[config.mk]
export PLATFORM = sky130hd
export DESIGN_NAME = wca_dsp_strobe_gen
export DESIGN_NICKNAME = d
export VERILOG_FILES = /design/src/rtl/wca_strobe_pkg.sv /design/src/rtl/wca_strobe_counter.sv /design/src/rtl/wca_dsp_strobe_gen.sv
export SDC_FILE = /design/constraint.sdc
export NUM_CORES = 1
export LEC_CHECK = 0
export CELL_PAD_IN_SITES_DETAIL_PLACEMENT = 1
export CELL_PAD_IN_SITES_GLOBAL_PLACEMENT = 1
export CORE_MARGIN = 5
export CORE_UTILIZATION = 43
export CTS_CLUSTER_DIAMETER = 80
export DETAILED_ROUTE_END_ITERATION = 12
export PLACE_DENSITY_LB_ADDON = 0.25
export SLEW_MARGIN = 10
export SYNTH_ARGS = -nofsm -noshare
export SYNTH_HDL_FRONTEND = slang
export SYNTH_SLANG_ARGS = --single-unit
[constraint.sdc]
create_clock -name clock -period 6 [get_ports clock]
set_clock_uncertainty 0.2 [all_clocks]
set_input_delay 1.2 -clock clock [delete_from_list [all_inputs] [get_ports clock]]
set_output_delay 1.2 -clock clock [all_outputs]
set_load 0.03 [all_outputs]
[src/rtl/wca_strobe_pkg.sv]
// Shared types for the WCA strobe-rate generator: FSM state encoding and mode constants.
package wca_strobe_pkg;

   typedef enum logic [1:0] {
      ST_IDLE = 2'd0,
      ST_RUN  = 2'd1,
      ST_DONE = 2'd2
   } strobe_state_e;

   localparam logic STROBE_PERIODIC = 1'b0;
   localparam logic STROBE_ONESHOT  = 1'b1;

endpackage

[src/rtl/wca_strobe_counter.sv]
// Phase counter for the strobe generator: counts qualified strobes up to a limit
// and flags the terminal strobe combinationally.
module wca_strobe_counter #(
   parameter int WIDTH = 24
) (
   input  logic             clock,
   input  logic             reset_n,
   input  logic             clear,
   input  logic             inc,
   input  logic [WIDTH-1:0] limit,
   output logic [WIDTH-1:0] count,
   output logic             terminal
);

   localparam logic [WIDTH-1:0] ONE = {{(WIDTH-1){1'b0}}, 1'b1};

   // The count never passes limit, so limit = all-ones cannot overflow.
   assign terminal = inc && (count == limit);

   always_ff @(posedge clock or negedge reset_n) begin
      if (!reset_n) begin
         count <= '0;
      end else if (clear || terminal) begin
         count <= '0;
      end else if (inc) begin
         count <= count + ONE;
      end
   end

endmodule

[src/rtl/wca_dsp_strobe_gen.sv]
// Strobe-rate generator: one output strobe every rate+1 qualified input strobes,
// periodic or one-shot. Define WCA_STROBE_TICKS_EN to add the emitted-strobe counter.
module wca_dsp_strobe_gen
   import wca_strobe_pkg::*;
#(
   parameter int WIDTH      = 24,
   parameter int TICK_WIDTH = 16
) (
   input  logic                  clock,
   input  logic                  reset_n,
   input  logic                  enable,
   input  logic                  oneshot,
   input  logic                  sync_clear,
   input  logic                  strobe_in,
   input  logic [WIDTH-1:0]      rate,
   output logic                  strobe_out,
   output logic [WIDTH-1:0]      count,
   output logic                  active,
   output logic                  done,
`ifdef WCA_STROBE_TICKS_EN
   output logic [TICK_WIDTH-1:0] ticks,
`endif
   output strobe_state_e         state_dbg
);

   strobe_state_e    state;
   logic [WIDTH-1:0] rate_act;
   logic             mode_q;
   logic             run_ok;
   logic             cnt_clear;
   logic             cnt_terminal;
   logic             term_hit;

   if (WIDTH < 1 || TICK_WIDTH < 1) begin : g_param_check
      $error("wca_dsp_strobe_gen: WIDTH and TICK_WIDTH must be at least 1");
   end

   assign run_ok    = enable && (state == ST_RUN);
   assign cnt_clear = !run_ok || sync_clear;
   // sync_clear outranks the terminal strobe, so a colliding terminal is swallowed.
   assign term_hit  = run_ok && !sync_clear && cnt_terminal;
   assign state_dbg = state;

   wca_strobe_counter #(.WIDTH(WIDTH)) u_counter (
      .clock    (clock),
      .reset_n  (reset_n),
      .clear    (cnt_clear),
      .inc      (strobe_in),
      .limit    (rate_act),
      .count    (count),
      .terminal (cnt_terminal)
   );

   always_ff @(posedge clock or negedge reset_n) begin
      if (!reset_n) begin
         state      <= ST_IDLE;
         rate_act   <= '0;
         mode_q     <= STROBE_PERIODIC;
         strobe_out <= 1'b0;
         active     <= 1'b0;
         done       <= 1'b0;
      end else begin
         strobe_out <= 1'b0;
         if (!enable) begin
            state  <= ST_IDLE;
            active <= 1'b0;
            done   <= 1'b0;
         end else begin
            case (state)
               ST_IDLE: begin
                  state    <= ST_RUN;
                  active   <= 1'b1;
                  rate_act <= rate;
                  mode_q   <= oneshot;
               end
               ST_RUN: begin
                  if (sync_clear) begin
                     rate_act <= rate;
                  end else if (term_hit) begin
                     strobe_out <= 1'b1;
                     rate_act   <= rate;
                     if (mode_q == STROBE_ONESHOT) begin
                        state  <= ST_DONE;
                        active <= 1'b0;
                        done   <= 1'b1;
                     end
                  end
               end
               ST_DONE: begin
                  done <= 1'b1;
               end
               default: begin
                  state  <= ST_IDLE;
                  active <= 1'b0;
                  done   <= 1'b0;
               end
            endcase
         end
      end
   end

`ifdef WCA_STROBE_TICKS_EN
   always_ff @(posedge clock or negedge reset_n) begin
      if (!reset_n) begin
         ticks <= '0;
      end else if (enable && state == ST_IDLE) begin
         ticks <= '0;
      end else if (term_hit) begin
         ticks <= ticks + 1'b1;
      end
   end
`endif

endmodule

== Yosys cells after proc, flatten, opt, wreduce, memory -nomap -nowiden ==
Cells that the tools add are included.
Storage, ports and cells
  register bits after elaboration: 54
  bits of input ports: 30
  output and inout port bits: 29
  word-level logic and storage cells: 56
Cells by class
  $add $sub $neg: 1
  eq/ne operators: 9
  muxes and demuxes: 24
  reduce and logical (&&, ||, !) cells: 15
Operators with widths (count)
  2-to-1 mux 24 bit: 4
  case mux 24 bit (2 select lines): 1
  adder 24 x 1 -> 24 bit (second input constant): 1
  equality test 24 bit: 1
  2-to-1 mux 1 bit: 12
  != test 3 bit (second input constant): 4
  2-to-1 mux 2 bit: 4
  AND reduction 4 bit: 2
  case mux 1 bit (3 select lines): 2
  case mux 2 bit (3 select lines): 1
  logical AND 1 bit: 4
  != test 2 bit (second input constant): 2
  nonzero test 2 bit: 2
  AND reduction 3 bit: 1
  equality test 2 x 1 -> 1 bit (second input constant): 1
  equality test 2 bit (second input constant): 1
  logical NOT 1 bit: 2
  logical NOT 2 bit: 1
  logical OR 1 bit: 2
  AND reduction 2 bit: 1

== Longest topological paths before layout ==
Gate-level depths: netlist (run 1).
  word-level depth: 8
  gate-level depth with buffers: 8
  depth with buffers taken out: 6

== Hierarchy ==
A second synthesis (run 1) with hierarchy kept.
Second synthesis, totals
  cell total of the unflattened synthesis: 250
  area, all modules: 2859.0 µm²
By module, submodules not included
  wca_strobe_counter: times used 1, cells an instance 167, area each 1627.8 µm², seq. area each 600.6 µm²
  wca_dsp_strobe_gen: times used 1, cells an instance 83, area each 1231.2 µm², seq. area each 750.7 µm²

== Least setup slack after synthesis (run 1) ==
No wires, ideal clock.
  path type: in2reg
  start: in strobe_in
  end: reg u_counter.count[15]
  setup time: 0.132 ns
  arrival: 2.557 ns
  required time: 5.668 ns
  setup slack: 3.111 ns
  stages on the path: 6
  path buffers: 1
  cell sequence: buf_2 -> nand4_1 -> nor4_1 -> nand4_1 -> xor2_1 -> nor2_1
On the way
  cells in the longest elaborated chain, start to end: 3
  elaborated cells between the ends (all ways): 4
  those cells by class: mux (1); reduce/logical (3)
RTL lines
  start: declaration: RTL line wca_dsp_strobe_gen.sv:14  | input logic strobe_in,
  logical AND 1 bit: RTL line wca_strobe_counter.sv:18  | assign terminal = inc && (count == limit);
  logical OR 1 bit: RTL line wca_strobe_counter.sv:23  | end else if (clear || terminal) begin
  2-to-1 mux 24 bit / nonzero test 2 bit (equally long branches)
  end signal: assignment: RTL line wca_strobe_counter.sv:26  | count <= count + ONE;
  end: declaration: RTL line wca_strobe_counter.sv:11  | output logic [WIDTH-1:0] count,
Several ways; a longest one is shown, not always the timed one.
A chain may end at the register's enable or synchronous reset.

== Final worst setup path (run 1) ==
Ends and elaborated chain as after synthesis.

==> out/summary.txt, run 1 <==
Run status - complete, no violations
Int Power - 0.6596 mW
Unique masters post-synth - 29
DRC - 0
Critical Path Sink Type - flip-flop
Initial antenna violation count - 0
Root buf cell - clkbuf_8
Util after Layout - 55.23%
CP startpoint kind - input port
First-pass GRT wire length - 10660 um
Pwr/cell area - 257.0 nW/um^2
Setup TNS - 0 ns
Initial core utilization - 43.61%
RSZ-0062 raised after global routing - false
Min-delay src - active$_DFFE_PN0P_
Post-synthesis sequential area ratio - 49.36%
Clk_lat worst skew - 0.30 ns
Core Area - 6277 sq um
Reg power frac - 50.3%
Worst vdd ir - 152.8 uV
Top FF cell, synth - dfrtp_1
Slew Viols, Final - 0
Full die area - 8062 sq um
Cts repair resizes - 0
Post-route antenna net violation count - 0
Worst reg-to-reg setup slack - 2.88 ns
Congestion Overflow GR - 0
Total power - 0.8910 mW
Most frequent cells in the layout - clkdlybuf4s50_1 (57), dfrtp_1 (54), xnor2_1 (30)
Sinks on Clock Net - 54
Max_slew headroom - 17.47%
Number of global-route vias before repair - 2110
Via count - 1894
Async set-reset flop share out of synthesis - 100.0%
Cells after Synth - 229
Final setup viols - 0
DRT Wirelength - 6280 um
Routed WL per cell - 17.07 um
Fillers - 683
Drt first-iter violations - 43
Final nets - 325
Req. time, crit path - 5.95 ns
CTS tree - yes
Worst-path fanout max - 7
Area Growth Syn to Fin - 26.65%
Most common cell after layout, fill and taps aside - clkdlybuf4s50_1
Post-Syn Area - 2738 sq um
Crit path kind - in -> reg
Worst Path Arrival - 3.73 ns
Leak - 1.396 nW
Largest net degree at the start of global routing - 55
Clock-pin slew on the worst setup and hold paths - 0.09 ns
Clock buffer depth - 2
Combinational group share of total power - 22.5%
Clock period minus worst slack - 3.773 ns
Cell row count - 29
Hold Crit Class - reg -> reg
Die width - 89.79 um
Setup Fix Bufs, Post-CTS - 0
Hold Fails Final Rpt - 0
GRT Util Overall - 16.00%
Drt first pass iters - 5
GP Congestion - 0.7150
IO Count - 59
Switch share - 25.98%
Yosys warning count - 0
Clock power share - 27.2%
Period utilization - 62.88%
Setup crit start - strobe_in
Syn Nets - 264
Antenna cell count - 0
Worst slew pin tran - 1.227 ns
Max-cap viol count - 0
H-Tree Depth - 2
Net Switching - 0.2314 mW
Num CTS Buffers - 5
DR vias/cell - 5.147
Yosys reg bits - 54
Number of synthesized flops with an enable pin - 0
Synthesized area per cell - 11.95 sq um
IO buf count - 58
Dpl hpwl - 4539 um
Die height - 89.79 um
Hold-fix buffers at CTS - 0
Proportion of layout cells with a drive suffix above 1 - 13.06%
Reg-to-Reg Start - u_counter.count[17]$_DFFE_PN0P_
Max Freq - 265.0 MHz
[worst paths after layout]
path                                                         to  cells past startpoint
worst max-delay path            u_counter.count[15]$_DFFE_PN0P_                      6
worst min-delay path                         active$_DFFE_PN0P_                      1
worst max register to register         rate_act[21]$_DFFE_PN0P_                      6
worst min register to register               active$_DFFE_PN0P_                      1
max in group asynchronous                    mode_q$_DFFE_PN0P_                      2
min in group asynchronous               rate_act[3]$_DFFE_PN0P_                      2
[cell type report]
cell class	count	area [sq um]	area share, %
Inverter	4	15.01	0.4331
Tap cell	77	96.34	2.779
Sequential cell	54	1351	38.98
Timing Repair Buffer	60	590.6	17.03
Multi-Input combinational cell	165	1308	37.71
Clock inverter	1	30.03	0.8661
Clock buffer	7	76.32	2.201
[logic make-up after synthesis]
logic type / after synthesis / synth area share, %
and+or+nand+nor: 78 / 14.08
DFF: 54 / 49.36
xor gates and xnor gates: 47 / 15.04
muxes: 28 / 14.17
buffers and inverters: 10 / 2.879
AOI/OAI and AO/OA: 7 / 2.194
adders and majority gates: 5 / 2.285
[worst max-delay path, stage by stage]
cell             delay [ns]
clkdlybuf4s50_1        0.63
nand4_1                0.34
nor4_1                 1.11
nand4_1                0.21
xor2_1                 0.18
nor2_1                 0.05
[registers in the layout, indices dropped and copies added (netlist names)]
signal / count
active: 1
done: 1
mode_q: 1
rate_act: 24
state_dbg: 2
strobe_out: 1
u_counter.count: 24
[cells in the mapped netlist (4+ instances only)]
cell type  count  share of area (%)
dfrtp_1       54                 49
xnor2_1       30                9.6
nor2_1        27                3.7
mux2_4        20                 11
xor2_1        17                5.4
nand2_1       16                2.2
nand4_1       13                3.0
nand3_1        8                1.5
mux2_2         6                2.5
ha_1           5                2.3
inv_1          4               0.55
nor3_1         4               0.73
[power by group through the flow]
stage	clock network [mW]	registers, mW	logic [mW]
after floorplan	0	0.453	0.146
after global placement	0	0.454	0.196
after detailed placement	0	0.455	0.203
after CTS	0.249	0.449	0.204
after global routing	0.264	0.455	0.216
final	0.242	0.448	0.200
[layer usage]
layer  routed length, um  global-route usage [%]
met1                2976                   21.32
met2                3016                   25.98
met3                 262                   4.591
met4                  25                   3.275
met5                   0                       0
[stage by stage]
step / area [sq um] / hold WS [ns] / cells / setup slack (ns)
final: 3467 / 0.3171 / 368 / 2.227
after global routing: 3467 / 0.3563 / 368 / 2.048
after CTS: 3467 / 0.3226 / 368 / 2.148
after detailed placement: 3361 / 0.3010 / 360 / 1.904
after global placement: 3361 / 0.2889 / 360 / 2.016
after floorplan: 2738 / 0.2810 / 229 / 3.111
No activity file was read; power rests on OpenSTA's default activity.
==> run 2, diff against run 1 <==
CORE_UTILIZATION = 36   (was 43)
clock period = 3.3 ns   (was 6 ns; I/O delays follow)
==> run 2 against run 1 <==
Design area grew 1.7%. Sequential share of layout area fell by 0.64 points. Final cell count increased by 7.3%. Non-clock buffer count grew 5.
==> out/summary.txt, run 2 (same netlist as run 1, synthesis figures left out) <==
Delay of the slowest critical-path stage - 0.48 ns
Area Growth Syn to Fin - 28.75%
Hold-fix buffers at CTS - 0
Clock buffer depth - 2
Clock-pin slew on the worst setup and hold paths - 0.10 ns
Via count - 1905
Largest net degree at the start of global routing - 29
Most common cell after layout, fill and taps aside - clkdlybuf4s50_1
Slew Viols, Final - 0
DR vias/cell - 4.823
First-pass GRT wire length - 10870 um
Period utilization - 79.14%
Initial antenna violation count - 0
Run status - complete, no violations
H-Tree Depth - 2
Drt first pass iters - 4
Setup Fix Bufs, Post-CTS - 0
Routed WL per cell - 16.03 um
Num CTS Buffers - 5
Final nets - 330
Req. time, crit path - 3.29 ns
Sinks on Clock Net - 54
IO buf count - 58
IO Count - 59
Pwr/cell area - 442.2 nW/um^2
Worst slew pin tran - 0.6517 ns
GRT Util Overall - 14.23%
Max_slew headroom - 56.56%
Antenna cell count - 0
Reg-to-Reg Start - u_counter.count[4]$_DFFE_PN0P_
Finished Cell Area - 3525 sq um
Fin worst setup slack - 0.6885 ns
Buf/Inv on CP - 1
Critical path's slowest cell - dfrtp_1
Die width - 97.21 um
Die height - 97.21 um
Full die area - 9449 sq um
Root buf cell - clkbuf_8
Hold WS - 0.1704 ns
GP Congestion - 0.7692
Fillers - 767
Worst vdd ir - 280.2 uV
DRT Wirelength - 6333 um
Setup TNS - 0 ns
CP top delay family - simple AND/OR/NAND/NOR gates
Leak - 1.418 nW
Proportion of layout cells with a drive suffix above 1 - 14.86%
Most frequent cells in the layout - clkdlybuf4s50_1 (57), dfrtp_1 (54), xnor2_1 (30)
Worst-path fanout max - 14
Clock period minus worst slack - 2.612 ns
Hold Fails Final Rpt - 0
Crit path kind - reg -> reg
Cell row count - 31
Core Area - 7331 sq um
Congestion Overflow GR - 0
Placed Area - 3438 sq um
CP startpoint kind - flip-flop
Clk_lat worst skew - 0.31 ns
Number of global-route vias before repair - 2167
Post-route antenna net violation count - 0
Critical Path Sink Type - flip-flop
CTS tree - yes
Setup crit start - u_counter.count[4]$_DFFE_PN0P_
Total power - 1.559 mW
Initial core utilization - 37.34%
CP Cell Sequence - xnor2_1 -> nand4_1 -> nor4_4 -> nand2_2 -> a31oi_4 -> buf_4 -> mux2_2
Worst Path Arrival - 2.60 ns
DRC - 0
Drt first-iter violations - 52
Max-cap viol count - 0
RSZ-0062 raised after global routing - false
Hold Crit Class - in -> async
Max Freq - 382.9 MHz
Final setup viols - 0
Cts repair resizes - 0
Pre-CTS setup slack - 0.4885 ns
Dpl hpwl - 4733 um
## run 2: cell types whose count changed in the layout (fill, tap and decap cells not counted), sizes merged
cell / change
buf: +5
clkinv: +2
bufinv: -1
clkbuf: -1
## run 2: worst paths after layout
check	cells past startpoint	to	slack, ns
max reg2reg	7	rate_act[21]$_DFFE_PN0P_	0.69
min in group clock	1	active$_DFFE_PN0P_	0.31
max in group asynchronous	2	strobe_out$_DFF_PN0_	2.15
min reg2reg	1	active$_DFFE_PN0P_	0.31
min	1	rate_act[20]$_DFFE_PN0P_	0.17
max	7	rate_act[21]$_DFFE_PN0P_	0.69
## run 2: metrics by stage
step | instances | utilization [%]
after floorplan | 229 | -
after global placement | 387 | 46.90
after detailed placement | 387 | 46.90
after CTS | 395 | 48.08
after global routing | 395 | 48.08
final | 395 | 48.08
## run 2: layout make-up
cell class	count	area (sq um)	area share, %
well taps	99	123.9	3.514
clock buffers	6	72.57	2.059
multi-input cells	165	1308	37.10
inverters	4	15.01	0.4260
flip-flops and latches	54	1351	38.34
repair buffers	65	640.6	18.18
clock inverters	2	13.76	0.3905
## run 2: power breakdown
part	switching, mW	internal (mW)
registers	0.0659	0.749
clock network	0.225	0.151
logic	0.142	0.227
total	0.432	1.13
## run 2: per-layer routing
metal,vias up,part of all wire [%],track usage (%)
met4,0,1.4,4.212
met2,35,48,23.57
met3,6,3.6,3.661
met1,954,47,18.29
met5,-,0,0
li1,910,-,-
## run 2: worst reg2reg max path: stages, from the launching register on
cell and delay [ns]:
dfrtp_1 0.48, xnor2_1 0.26, nand4_1 0.20, nor4_4 0.35, nand2_2 0.14, a31oi_4 0.21
buf_4 0.29, mux2_2 0.37
